$ cat config.mk
export PLATFORM = sky130hd
export DESIGN_NAME = pcle_timer
export DESIGN_NICKNAME = d
export VERILOG_FILES = /design/src/rtl/pcle_pkg.sv /design/src/rtl/pcle_cl_comb.sv /design/src/rtl/pcle_timer.sv
export SDC_FILE = /design/constraint.sdc
export NUM_CORES = 1
export LEC_CHECK = 0
export CAP_MARGIN = 20
export CORE_MARGIN = 3
export CORE_UTILIZATION = 60
export CTS_BUF_LIST = sky130_fd_sc_hd__clkbuf_16
export DETAILED_ROUTE_END_ITERATION = 12
export DONT_BUFFER_PORTS = 1
export PLACE_DENSITY = 0.84
export SYNTH_ARGS = -nofsm -noshare
export SYNTH_HDL_FRONTEND = slang
export SYNTH_SLANG_ARGS = --single-unit
$ cat constraint.sdc
create_clock -name clk_pad -period 3.2 [get_ports clk_pad]
set_input_delay 0.16 -clock clk_pad [delete_from_list [all_inputs] [get_ports clk_pad]]
set_output_delay 0.16 -clock clk_pad [all_outputs]
set_load 0.01 [all_outputs]
$ cat src/rtl/pcle_pkg.sv
// rtl/pcle_pkg.sv - shared types and constants for the pcle reload timer
package pcle_pkg;

    localparam int PCLE_CNT_W = 8;
    localparam logic [PCLE_CNT_W-1:0] PCLE_TC_VAL = 8'hFF;

    typedef enum logic [2:0] {
        ST_IDLE,
        ST_LOAD,
        ST_RUN,
        ST_HOLD,
        ST_DONE
    } pcle_state_e;

    typedef struct packed {
        logic i;
        logic j;
        logic k;
    } pcle_ctl_t;

    localparam pcle_ctl_t CTL_LOAD  = '{i: 1'b1, j: 1'b0, k: 1'b0};
    localparam pcle_ctl_t CTL_COUNT = '{i: 1'b0, j: 1'b1, k: 1'b0};
    localparam pcle_ctl_t CTL_CLEAR = '{i: 1'b0, j: 1'b0, k: 1'b0};

endpackage

$ cat src/rtl/pcle_cl_comb.sv
// rtl/pcle_cl_comb.sv - 8-bit parallel-load counter next-state function
module pcle_cl_comb
    import pcle_pkg::*;
(
    input  logic [PCLE_CNT_W-1:0] q,
    input  logic [PCLE_CNT_W-1:0] d,
    input  pcle_ctl_t             ctl,
    output logic [PCLE_CNT_W-1:0] q_next,
    output logic                  t
);

    // i loads, j=0 clears, j=1/k=0 counts, j=1/k=1 holds
    always_comb begin
        q_next = q;
        if (ctl.i) begin
            q_next = d;
        end else if (!ctl.j) begin
            q_next = '0;
        end else if (!ctl.k) begin
            q_next = q + 1'b1;
        end
    end

    assign t = !ctl.i && ctl.j && !ctl.k && (q == PCLE_TC_VAL);

endmodule

$ cat src/rtl/pcle_timer.sv
// rtl/pcle_timer.sv - programmable reload timer with one-shot and periodic modes
module pcle_timer
    import pcle_pkg::*;
#(
    parameter int CNT_W  = 8,
    parameter int WRAP_W = 8
) (
    input  logic              clk_pad,
    input  logic              rst_pad,
    input  logic              cfg_valid_pad,
    output logic              cfg_ready_pad,
    input  logic [CNT_W-1:0]  cfg_reload_pad,
    input  logic              cfg_oneshot_pad,
    input  logic              start_pad,
    input  logic              stop_pad,
    input  logic              clear_pad,
    output logic [CNT_W-1:0]  count_pad,
    output logic              tc_pulse_pad,
    output logic [WRAP_W-1:0] wrap_cnt_pad,
    output logic              busy_pad,
    output logic              done_pad
);

    pcle_state_e       state_q, state_d;
    pcle_ctl_t         ctl;
    logic [CNT_W-1:0]  count_q, count_d;
    logic [CNT_W-1:0]  reload_q;
    logic              oneshot_q;
    logic [WRAP_W-1:0] wrap_q;
    logic              tc_q, tc_d;
    logic              cnt_en, wrap_clr, wrap_inc, accept, term;
    logic              t_unused;

    pcle_cl_comb u_cl_comb (
        .q      (count_q),
        .d      (reload_q),
        .ctl    (ctl),
        .q_next (count_d),
        .t      (t_unused)
    );

    assign term = (count_q == PCLE_TC_VAL);

    always_comb begin
        state_d  = state_q;
        ctl      = CTL_COUNT;
        cnt_en   = 1'b0;
        tc_d     = 1'b0;
        wrap_inc = 1'b0;
        wrap_clr = 1'b0;
        accept   = 1'b0;
        if (clear_pad) begin
            state_d  = ST_IDLE;
            ctl      = CTL_CLEAR;
            cnt_en   = 1'b1;
            wrap_clr = 1'b1;
        end else begin
            case (state_q)
                ST_IDLE, ST_DONE: begin
                    if (cfg_valid_pad) begin
                        accept   = 1'b1;
                        wrap_clr = 1'b1;
                        state_d  = ST_LOAD;
                    end
                end
                ST_LOAD: begin
                    ctl     = CTL_LOAD;
                    cnt_en  = 1'b1;
                    state_d = ST_RUN;
                end
                ST_RUN: begin
                    cnt_en = 1'b1;
                    if (term) begin
                        tc_d     = 1'b1;
                        wrap_inc = 1'b1;
                        // one-shot lets the counter wrap to zero; periodic reloads
                        if (oneshot_q) begin
                            state_d = ST_DONE;
                        end else begin
                            ctl = CTL_LOAD;
                            if (stop_pad) state_d = ST_HOLD;
                        end
                    end else if (stop_pad) begin
                        state_d = ST_HOLD;
                    end
                end
                ST_HOLD: begin
                    if (start_pad) state_d = ST_RUN;
                end
                default: state_d = ST_IDLE;
            endcase
        end
    end

    always_ff @(posedge clk_pad) begin
        if (rst_pad) begin
            state_q   <= ST_IDLE;
            count_q   <= '0;
            reload_q  <= '0;
            oneshot_q <= 1'b0;
            wrap_q    <= '0;
            tc_q      <= 1'b0;
        end else begin
            state_q <= state_d;
            tc_q    <= tc_d;
            if (cnt_en) count_q <= count_d;
            if (wrap_clr) begin
                wrap_q <= '0;
            end else if (wrap_inc && (wrap_q != '1)) begin
                wrap_q <= wrap_q + 1'b1;
            end
            if (accept) begin
                reload_q  <= cfg_reload_pad;
                oneshot_q <= cfg_oneshot_pad;
            end
        end
    end

    assign cfg_ready_pad = ((state_q == ST_IDLE) || (state_q == ST_DONE)) && !rst_pad;
    assign count_pad     = count_q;
    assign tc_pulse_pad  = tc_q;
    assign wrap_cnt_pad  = wrap_q;
    assign busy_pad      = (state_q == ST_LOAD) || (state_q == ST_RUN) || (state_q == ST_HOLD);
    assign done_pad      = (state_q == ST_DONE);

endmodule

==> results.yml, run 1 <==
synthesis:
  yosys.area.top_type_share: 0.386
  yosys.cell_types.count: 43
  synth.avg_cell_area_sq_um: 8.17
  synthesis.instances: 184
  synth.largest_area_cell: "dfxtp_1"
  synth_top_cells_by_area: "dfxtp_1 (39%), nand2_1 (6.2%), a21oi_1 (5.7%), nor2_1 (5.2%), xnor2_1 (3.5%)"
  synthesis.area_sq_um: 1500
  synth_sequential_area_ratio: 0.386
  syn_nets: 201
  yosys_register_bits: 29
  yosys_warnings: 0
pwr:
  leakage_nw: 0.578
  max-vdd-ir-drop_mv: 0.583
  power_uw: 887
  power_density_nw_per_um2: 531
sta:
  final.setup_skew_ns: 0.00886
  max_slew_margin: 0.586
  hold_violations: 0
  final_max_slew_viol_count: 0
  period_share: 0.658
  setup_tns_ns: 0
  grt_setup_unrepaired: "no"
  layout_setup_ws_ns: 1.09
  final-setup-viol-count: 0
  timing.hold.ws_ns: 0.0247
  worst_pin_slew_ns: 0.618
  timing.fmax_mhz: 475
  period_minus_slack_ns: 2.11
clock_tree:
  clk_transition_reported_paths_ns: 0.05
  cts-root-buf: "clkbuf_16"
  tritoncts: "built"
  max_h_tree_level: 2
  tritoncts.num_buffers: 5
  maximum_buffer_depth_of_the_clock_tree: 2
  worst_skew_pair.late_latency_ns: 0.27
  post_cts_buffers: 0
  cts.sink_count: 29
die:
  die_h_microns: 56.0
  fp.dieArea_sq_um: 3140
  design.core.area_sq_um: 2300
  std_cell_rows: 17
  die_x_microns: 56.0
  initial_utilization: 0.654
  io_pins: 35
grt:
  number_of_antenna_violations_at_the_first_check_in_global_routing: 0
  grt_pass1_wl_mm: 6.21
  globalRouteTotalUtil: 0.248
  grt_start_max_net_pins: 17
  globalRouteOverflowTotal: 0
  via_count_of_the_first_global_routing_pass: 1330
worst_setup_path:
  worst-endpoint-arrival_ns: 2.30
  startpoint_type: "register"
  critical_path.max_fanout: 11
  critical_path_class: "reg -> reg"
  worst_setup_path_end_kind: "register"
  critPathRequiredTime_ns: 3.39
  setup.reg_to_reg.worst_slack_ns: 1.09
route:
  postRouteWirelength_mm: 3.56
  routed_wire_length_per_instance_microns: 16.5
  vias_after_detailed_routing: 1377
  drt-vias-per-instance: 6.38
  antenna_left: 0
  drc: 0
  detailedRoute.firstPassIterationCount: 4
  dr.first_iter.drc_count: 73
layout:
  drive_gt1_frac: 0.0904
  post-route-cell-area_sq_um: 1670
  fin_nets: 204
  n_antenna_cell: 0
  area_growth_pct: 11.2
run_status:
  run_status: "complete, no violations"
place:
  placed_cell_area_sq_um: 1510
  place.gp.congestion: 0.864
  numPortBuffers: 0
  place.detailed.hpwl_mm: 2.51
  dp_slack_ns: 1.13
job:
  max_cap_violations: 0
min_path:
  type_of_the_worst_min_delay_path: "in -> reg"
==> cell usage after synthesis <==
master and count:
a211oi_1 4, a21boi_0 1, a21o_1 1, a21oi_1 17
a22o_1 3, a2bb2oi_1 1, a31oi_1 1, a41o_1 1
and2_1 2, and3_1 2, and4_1 1, and4bb_2 1
buf_2 2, clkbuf_1 4, dfxtp_1 29, ha_1 2
inv_1 2, mux2i_1 2, nand2_1 25, nand2b_1 3
nand3_1 10, nand4_1 5, nor2_1 21, nor2b_1 1
nor3_1 8, nor3_2 1, nor3b_2 1, nor4_1 3
nor4_2 1, nor4_4 1, o21ai_0 6, o21ba_2 1
o2bb2ai_1 3, o311ai_1 1, o31ai_1 1, o41ai_1 1
or2_2 1, or3_1 1, or3b_2 1, or3b_4 1
or4_4 1, xnor2_1 6, xor2_1 4
==> where the power goes <==
part           internal, mW  total [mW]  switching [mW]
Combinational        0.0262      0.0647          0.0385
Sequential            0.374       0.394          0.0199
Clock                 0.280       0.428           0.148
==> state kept, by name, summed over array words and instances, names as in the netlist <==
register      cells
wrap_cnt_pad      8
tc_pulse_pad      1
state_q           3
oneshot_q         1
reload_q          8
count_pad         8
==> cells in the final DEF, fill, tap and decap left out, types with 2 or more instances in the layout <==
| master | Yosys | layout |
|---|---|---|
| ha_1 | 2 | 2 |
| mux2i_1 | 2 | 2 |
| xor2_1 | 4 | 4 |
| nand3_1 | 10 | 10 |
| inv_1 | 2 | 3 |
| clkbuf_16 | 0 | 5 |
| nor3_1 | 8 | 8 |
| nand2_1 | 25 | 25 |
| dfxtp_1 | 29 | 29 |
| dlygate4sd3_1 | 0 | 2 |
| and3_1 | 2 | 2 |
| a211oi_1 | 4 | 4 |
| xnor2_1 | 6 | 6 |
| o21ai_0 | 6 | 6 |
| nand4_1 | 5 | 5 |
| o2bb2ai_1 | 3 | 3 |
| a21oi_1 | 17 | 17 |
| nor4_1 | 3 | 3 |
| a22o_1 | 3 | 3 |
| clkinv_2 | 0 | 2 |
| and2_1 | 2 | 2 |
| nand2b_1 | 3 | 3 |
| nor2_1 | 21 | 21 |
==> cell families after synthesis <==
kind of cell | synth area share
AOI/OAI and AO/OA | 0.182
xor gates and xnor gates | 0.0583
adders and majority gates | 0.0167
buffers and inverters | 0.0216
DFF | 0.386
muxes | 0.0133
and+or+nand+nor | 0.322
==> area by class of cell <==
| cell class | count | area (sq um) |
|---|---|---|
| clock buffers | 5 | 125 |
| clock inverters | 3 | 13.8 |
| fillers | 184 | 626 |
| inverters | 2 | 7.51 |
| multi-input cells | 147 | 890 |
| flip-flops and latches | 29 | 581 |
| well taps | 28 | 35.0 |
| repair buffers | 2 | 20.0 |
==> path summary, 6_finish.rpt <==
path / startpoint / endpoint / cells past startpoint
worst max-delay path: state_q[1] / wrap_cnt_pad[7] / 4
worst min-delay path: cfg_oneshot_pad / oneshot_q / 2
worst max register to register: state_q[1] / wrap_cnt_pad[7] / 4
worst min register to register: reload_q[3] / reload_q[3] / 2
==> metrics by stage <==
step                       util  instances
after floorplan               -        184
after global placement    0.658        206
after detailed placement  0.658        206
after CTS                 0.728        216
after global routing      0.728        216
final                     0.728        216
==> critical path, cell delays in order, from the launching register on <==
cell and delay, ns:
dfxtp_1 0.50, or3b_4 0.46, or4_4 0.58, nor4_2 0.27, mux2i_1 0.23
==> layer usage <==
layer | vias up | routed length (microns) | track usage
met5 | - | 0 | 0
met4 | 0 | 60 | 0.0814
met3 | 7 | 330 | 0.0905
met2 | 56 | 1670 | 0.377
met1 | 637 | 1500 | 0.324
li1 | 677 | - | -
==> timing repair <==
item / CTS / global route
hold endpoints to repair: 16 / 0
resized for setup: 0 / 0
hold buffers: 2 / 0
Note: power is estimated with default switching activity, not from simulation.
==> run 2: changes to the inputs <==
- ABC_AREA: default -> 1
- CORE_UTILIZATION: 60 -> 56
- PLACE_DENSITY: 0.84 -> 0.82
- clock period: 3.2 -> 1.9 ns (I/O delays scaled with it)
==> results.yml, run 2 <==
sta:
  setup_tns_ns: 0
  layout_setup_ws_ns: 0.328
  timing.hold.ws_ns: 0.00592
  timing.fmax_mhz: 636
  final.setup_skew_ns: 0.00684
  grt_setup_unrepaired: "no"
  final_max_slew_viol_count: 0
  worst_pin_slew_ns: 0.415
  max_slew_margin: 0.723
  final-setup-viol-count: 0
  period_minus_slack_ns: 1.57
  hold_violations: 0
  period_share: 0.828
clock_tree:
  clk_transition_reported_paths_ns: 0.05
  holdBufCountCts: 8
  worst_skew_pair.late_latency_ns: 0.28
  tritoncts: "built"
  cts-root-buf: "clkbuf_16"
  post_cts_buffers: 0
  cts.sink_count: 29
  max_h_tree_level: 2
  postCtsResizedCells: 0
  maximum_buffer_depth_of_the_clock_tree: 2
  tritoncts.num_buffers: 5
worst_setup_path:
  worst_setup_path_end_kind: "register"
  setup.reg_to_reg.worst_slack_ns: 0.33
  critical_path.max_fanout: 4
  regToRegEndpoint: "wrap_cnt_pad[6]"
  critPathRequiredTime_ns: 2.10
  worst-endpoint-arrival_ns: 1.78
  crit_path_top_delay_cell: "dfxtp_1"
  startpoint_type: "register"
  critical_path_class: "reg -> reg"
  rr_worst_depth: 8
  regToRegStartpoint: "wrap_cnt_pad[1]"
  cpPeakStageDelay_ns: 0.42
  cp_cell_sequence: "ha_1 > nand2_1 > inv_1 > nand3_1 > or2_2 > nand2_1 > nand3_1 > a21oi_1"
synthesis:
  synth.largest_area_cell: "dfxtp_1"
  yosys.area.top_type_share: 0.352
  synthTopCellsByCount: "nand2_1 (45), nand3_1 (40), dfxtp_1 (29)"
  yosys_register_bits: 29
  synth_top_cells_by_area: "dfxtp_1 (35%), nand3_1 (12%), nand2_1 (10%), a21oi_1 (7.9%), inv_1 (6.4%)"
  yosys_warnings: 0
  synth_sequential_area_ratio: 0.352
  synth_enable_flop_cells: 0
  synthMostInstantiatedCell: "nand2_1"
  syn_nets: 255
  synth.avg_cell_area_sq_um: 6.93
  synthesis.instances: 238
  synthesis.area_sq_um: 1650
  synth_flop_cell: "dfxtp_1"
  synth_async_sr_flop_share: 0
  yosys.cell_types.count: 24
route:
  antenna_left: 0
  dr.first_iter.drc_count: 74
  vias_after_detailed_routing: 1582
  drc: 0
  routed_wire_length_per_instance_microns: 13.7
  detailedRoute.firstPassIterationCount: 4
  drt-vias-per-instance: 5.47
  postRouteWirelength_mm: 3.97
layout:
  layout.cells.most_common: "nand2_1"
  drive_gt1_frac: 0.143
  number_of_filler_cells_placed_in_the_layout: 247
  n_antenna_cell: 0
  finish.cell_count_without_fillers: 289
  area_growth_pct: 19.7
  fin_nets: 274
  mostFrequentLayoutCells: "nand2_1 (45), nand3_1 (40), dfxtp_1 (29)"
pwr:
  power_density_nw_per_um2: 873
  netSwitchingFraction: 0.237
  netSwitchingPower_uw: 408
  power.clock.fraction: 0.512
  max-vdd-ir-drop_mv: 0.911
  p_seq_frac: 0.380
  intPower_mw: 1.32
  leakage_nw: 0.850
  part_of_the_power_in_combinational_logic: 0.107
die:
  design.core.area_sq_um: 2780
  fp.dieArea_sq_um: 3630
  initial_utilization: 0.593
  std_cell_rows: 19
  die_x_microns: 60.3
  die_h_microns: 60.3
  io_pins: 35
place:
  numPortBuffers: 0
  post-place-cells: 273
  place.detailed.hpwl_mm: 2.66
  place.gp.congestion: 0.910
  dp_slack_ns: 0.338
grt:
  globalRouteTotalUtil: 0.242
  grt_start_max_net_pins: 19
  via_count_of_the_first_global_routing_pass: 1396
  number_of_antenna_violations_at_the_first_check_in_global_routing: 0
  grt_pass1_wl_mm: 6.39
  globalRouteOverflowTotal: 0
min_path:
  type_of_the_worst_min_delay_path: "in -> reg"
  worst_hold_path.num_cells: 2
  min_delay_endpoint: "reload_q[5]"
  hold_path.startpoint: "cfg_reload_pad[5]"
job:
  max_cap_violations: 0
run_status:
  run_status: "complete, no violations"
==> run 2: cell types whose count changed after synthesis, sizes merged, moves of 7 or more <==
cell | previous run | this run
a21oi | 17 | 26
inv | 2 | 32
nand2 | 25 | 50
nand3 | 10 | 42
nor2 | 21 | 29
nor3 | 9 | 2
==> run 2: worst max path at each step <==
stage | start | end | slack, ns | cells past startpoint
after floorplan | count_pad[1] | wrap_cnt_pad[1] | 0.42 | 8
after global placement | state_q[0] | oneshot_q | 0.39 | 6
after detailed placement | state_q[0] | oneshot_q | 0.34 | 6
after CTS | wrap_cnt_pad[1] | wrap_cnt_pad[6] | 0.32 | 8
after global routing | wrap_cnt_pad[1] | wrap_cnt_pad[6] | 0.17 | 8
final | wrap_cnt_pad[1] | wrap_cnt_pad[6] | 0.33 | 8
==> run 2: cell type report <==
type	instances	area [sq um]	share of cell area
Multi-Input combinational cell	173	928	0.470
Sequential cell	29	581	0.294
Timing Repair Buffer	16	140	0.0710
Clock buffer	5	125	0.0634
Inverter	32	120	0.0608
Clock inverter	3	41.3	0.0209
Tap cell	31	38.8	0.0196
==> run 2: metal layers <==
metal  global-route usage  share of wire
met2                0.353           0.45
met1                0.313           0.46
met3               0.0799          0.077
met4                0.123          0.020
met5                    0              0
==> run 2: per-stage QoR <==
stage                     total power [mW]  cell area (sq um)   util
after CTS                             1.74               1970  0.710
final                                 1.72               1970  0.710
after floorplan                      0.795               1650      -
after global routing                  1.80               1970  0.710
after detailed placement             0.832               1730  0.621
after global placement               0.829               1730  0.621
==> run 2: cell families (layout without fill, tap and decap cells) <==
group           count (synthesis)  count (layout)  synth area share
fa+ha+maj                       2               2            0.0152
compound gates                 35              35             0.106
simple gates                  128             128             0.399
buf+inv                        36              56            0.0850
xor+xnor                        8               8            0.0425
flops                          29              29             0.352
==> run 2: worst max-delay path, delay by kind of cell, from the launching register on <==
family | cells | cell delay (ns)
DFF | 1 | 0.42
buffers and inverters | 1 | 0.07
adders and majority gates | 1 | 0.32
AOI/OAI and AO/OA | 1 | 0.12
and+or+nand+nor | 5 | 0.58
==> run 2: power groups by stage <==
stage	clock, mW	sequential (mW)	combinational [mW]
3_5_place_dp	0	0.667	0.165
5_1_grt	0.934	0.659	0.207
6_report	0.883	0.656	0.185
3_3_place_gp	0	0.667	0.162
4_1_cts	0.897	0.655	0.184
2_1_floorplan	0	0.676	0.119
==> run 3: changes to the inputs <==
- CORE_UTILIZATION: 56 -> 60
- PLACE_DENSITY: 0.82 -> 0.84
- clock period: 1.9 -> 1.5 ns (I/O delays scaled with it)
==> results.yml, run 3 (same netlist as run 2, synthesis figures left out) <==
route:
  dr.first_iter.drc_count: 73
  antenna_left: 0
  vias_after_detailed_routing: 1670
  routed_wire_length_per_instance_microns: 13.8
  postRouteWirelength_mm: 4.15
  drc: 0
  drt-vias-per-instance: 5.55
  detailedRoute.firstPassIterationCount: 4
place:
  dp_slack_ns: 0.0448
  placed_cell_area_sq_um: 1810
  numPortBuffers: 0
  place.gp.congestion: 0.849
  place.detailed.hpwl_mm: 2.74
  post-place-cells: 283
pwr:
  power_mw: 2.00
  max-vdd-ir-drop_mv: 1.16
  power_density_nw_per_um2: 954
  leakage_nw: 0.914
layout:
  layout.cells.most_common: "nand2_1"
  utilization: 0.824
  post-route-cell-area_sq_um: 2100
  multi_input_comb_area_sq_um: 977
  drive_gt1_frac: 0.214
  finish.cell_count_without_fillers: 301
  sequential_cell_area_sq_um: 583
  area_growth_pct: 27.2
  n_antenna_cell: 0
  fin_nets: 288
  mostFrequentLayoutCells: "nand2_1 (43), nand3_1 (38), inv_1 (29)"
  number_of_filler_cells_placed_in_the_layout: 168
sta:
  setup_tns_ns: 0
  final_max_slew_viol_count: 0
  layout_setup_ws_ns: 0.0433
  grt_setup_unrepaired: "yes"
  timing.hold.ws_ns: 0.0115
  final-setup-viol-count: 0
  worst_pin_slew_ns: 0.436
  period_share: 0.971
  max_slew_margin: 0.709
  hold_violations: 0
  period_minus_slack_ns: 1.46
  final.setup_skew_ns: 0.00372
  timing.fmax_mhz: 687
min_path:
  type_of_the_worst_min_delay_path: "in -> reg"
clock_tree:
  tritoncts.num_buffers: 5
  maximum_buffer_depth_of_the_clock_tree: 2
  max_h_tree_level: 2
  cts-root-buf: "clkbuf_16"
  tritoncts: "built"
  worst_skew_pair.late_latency_ns: 0.27
  clk_transition_reported_paths_ns: 0.05
  cts.sink_count: 29
die:
  fp.dieArea_sq_um: 3410
  design.core.area_sq_um: 2540
  std_cell_rows: 18
  die_x_microns: 58.4
  initial_utilization: 0.648
  die_h_microns: 58.4
  io_pins: 35
grt:
  grt_start_max_net_pins: 17
  globalRouteTotalUtil: 0.248
  number_of_antenna_violations_at_the_first_check_in_global_routing: 0
  globalRouteOverflowTotal: 0
  grt_pass1_wl_mm: 6.53
  via_count_of_the_first_global_routing_pass: 1448
worst_setup_path:
  critical_path_class: "reg -> reg"
  worst_setup_path_end_kind: "register"
  setup.reg_to_reg.worst_slack_ns: 0.04
  startpoint_type: "register"
  critPathRequiredTime_ns: 1.65
  critical_path.max_fanout: 9
  worst-endpoint-arrival_ns: 1.61
run_status:
  run_status: "complete, no violations"
job:
  max_cap_violations: 0
-- run 3: cell count changes in the layout (fill, tap and decap cells not counted), sizes merged --
| cell | delta |
|---|---|
| buf | +13 |
| bufinv | -1 |
| clkinvlp | -1 |
| inv | +1 |
| dlygate4sd3 | +1 |
-- run 3: path summary, 6_finish.rpt --
path                                     end  cells past startpoint            start
worst min-delay path               oneshot_q                      2  cfg_oneshot_pad
worst min register to register   reload_q[0]                      2      reload_q[0]
worst max-delay path            count_pad[1]                      9     count_pad[1]
worst max register to register  count_pad[1]                      9     count_pad[1]
-- run 3: repair_timing --
| item | in CTS | in global routing |
|---|---|---|
| endpoints found under the hold margin | 11 | 0 |
| hold buffers | 9 | 0 |
| buffers inserted | 0 | 2 |
| gates resized for setup | 0 | 13 |
| setup endpoints to repair | 0 | 16 |
-- run 3: layout make-up --
| type | instances | area share |
|---|---|---|
| multi-input cells | 173 | 0.466 |
| flip-flops and latches | 29 | 0.278 |
| repair buffers | 30 | 0.118 |
| clock buffers | 5 | 0.0596 |
| inverters | 32 | 0.0572 |
| well taps | 30 | 0.0179 |
| clock inverters | 2 | 0.00358 |
-- run 3: metal layers --
metal,up-vias,GRT usage,part of all wire
met5,-,0,0
met4,0,0.0894,0.012
met3,7,0.0526,0.088
met2,65,0.380,0.45
met1,754,0.345,0.45
li1,844,-,-
-- run 3: where the power goes --
group	total, mW	internal [mW]	switching [mW]	leakage, nW
logic	0.265	0.103	0.162	0.608
registers	0.832	0.807	0.0253	0.237
clock network	0.904	0.590	0.314	0.0685
total	2.00	1.50	0.502	0.914
-- run 3: critical path, cell delays in order, from the launching register on --
cell and delay, ns:
dfxtp_2 0.35, ha_4 0.15, nand2_4 0.05, nor2_4 0.18
nand4_4 0.20, buf_4 0.19, nand3_1 0.06, nand2_1 0.05
inv_1 0.05, a21oi_1 0.05
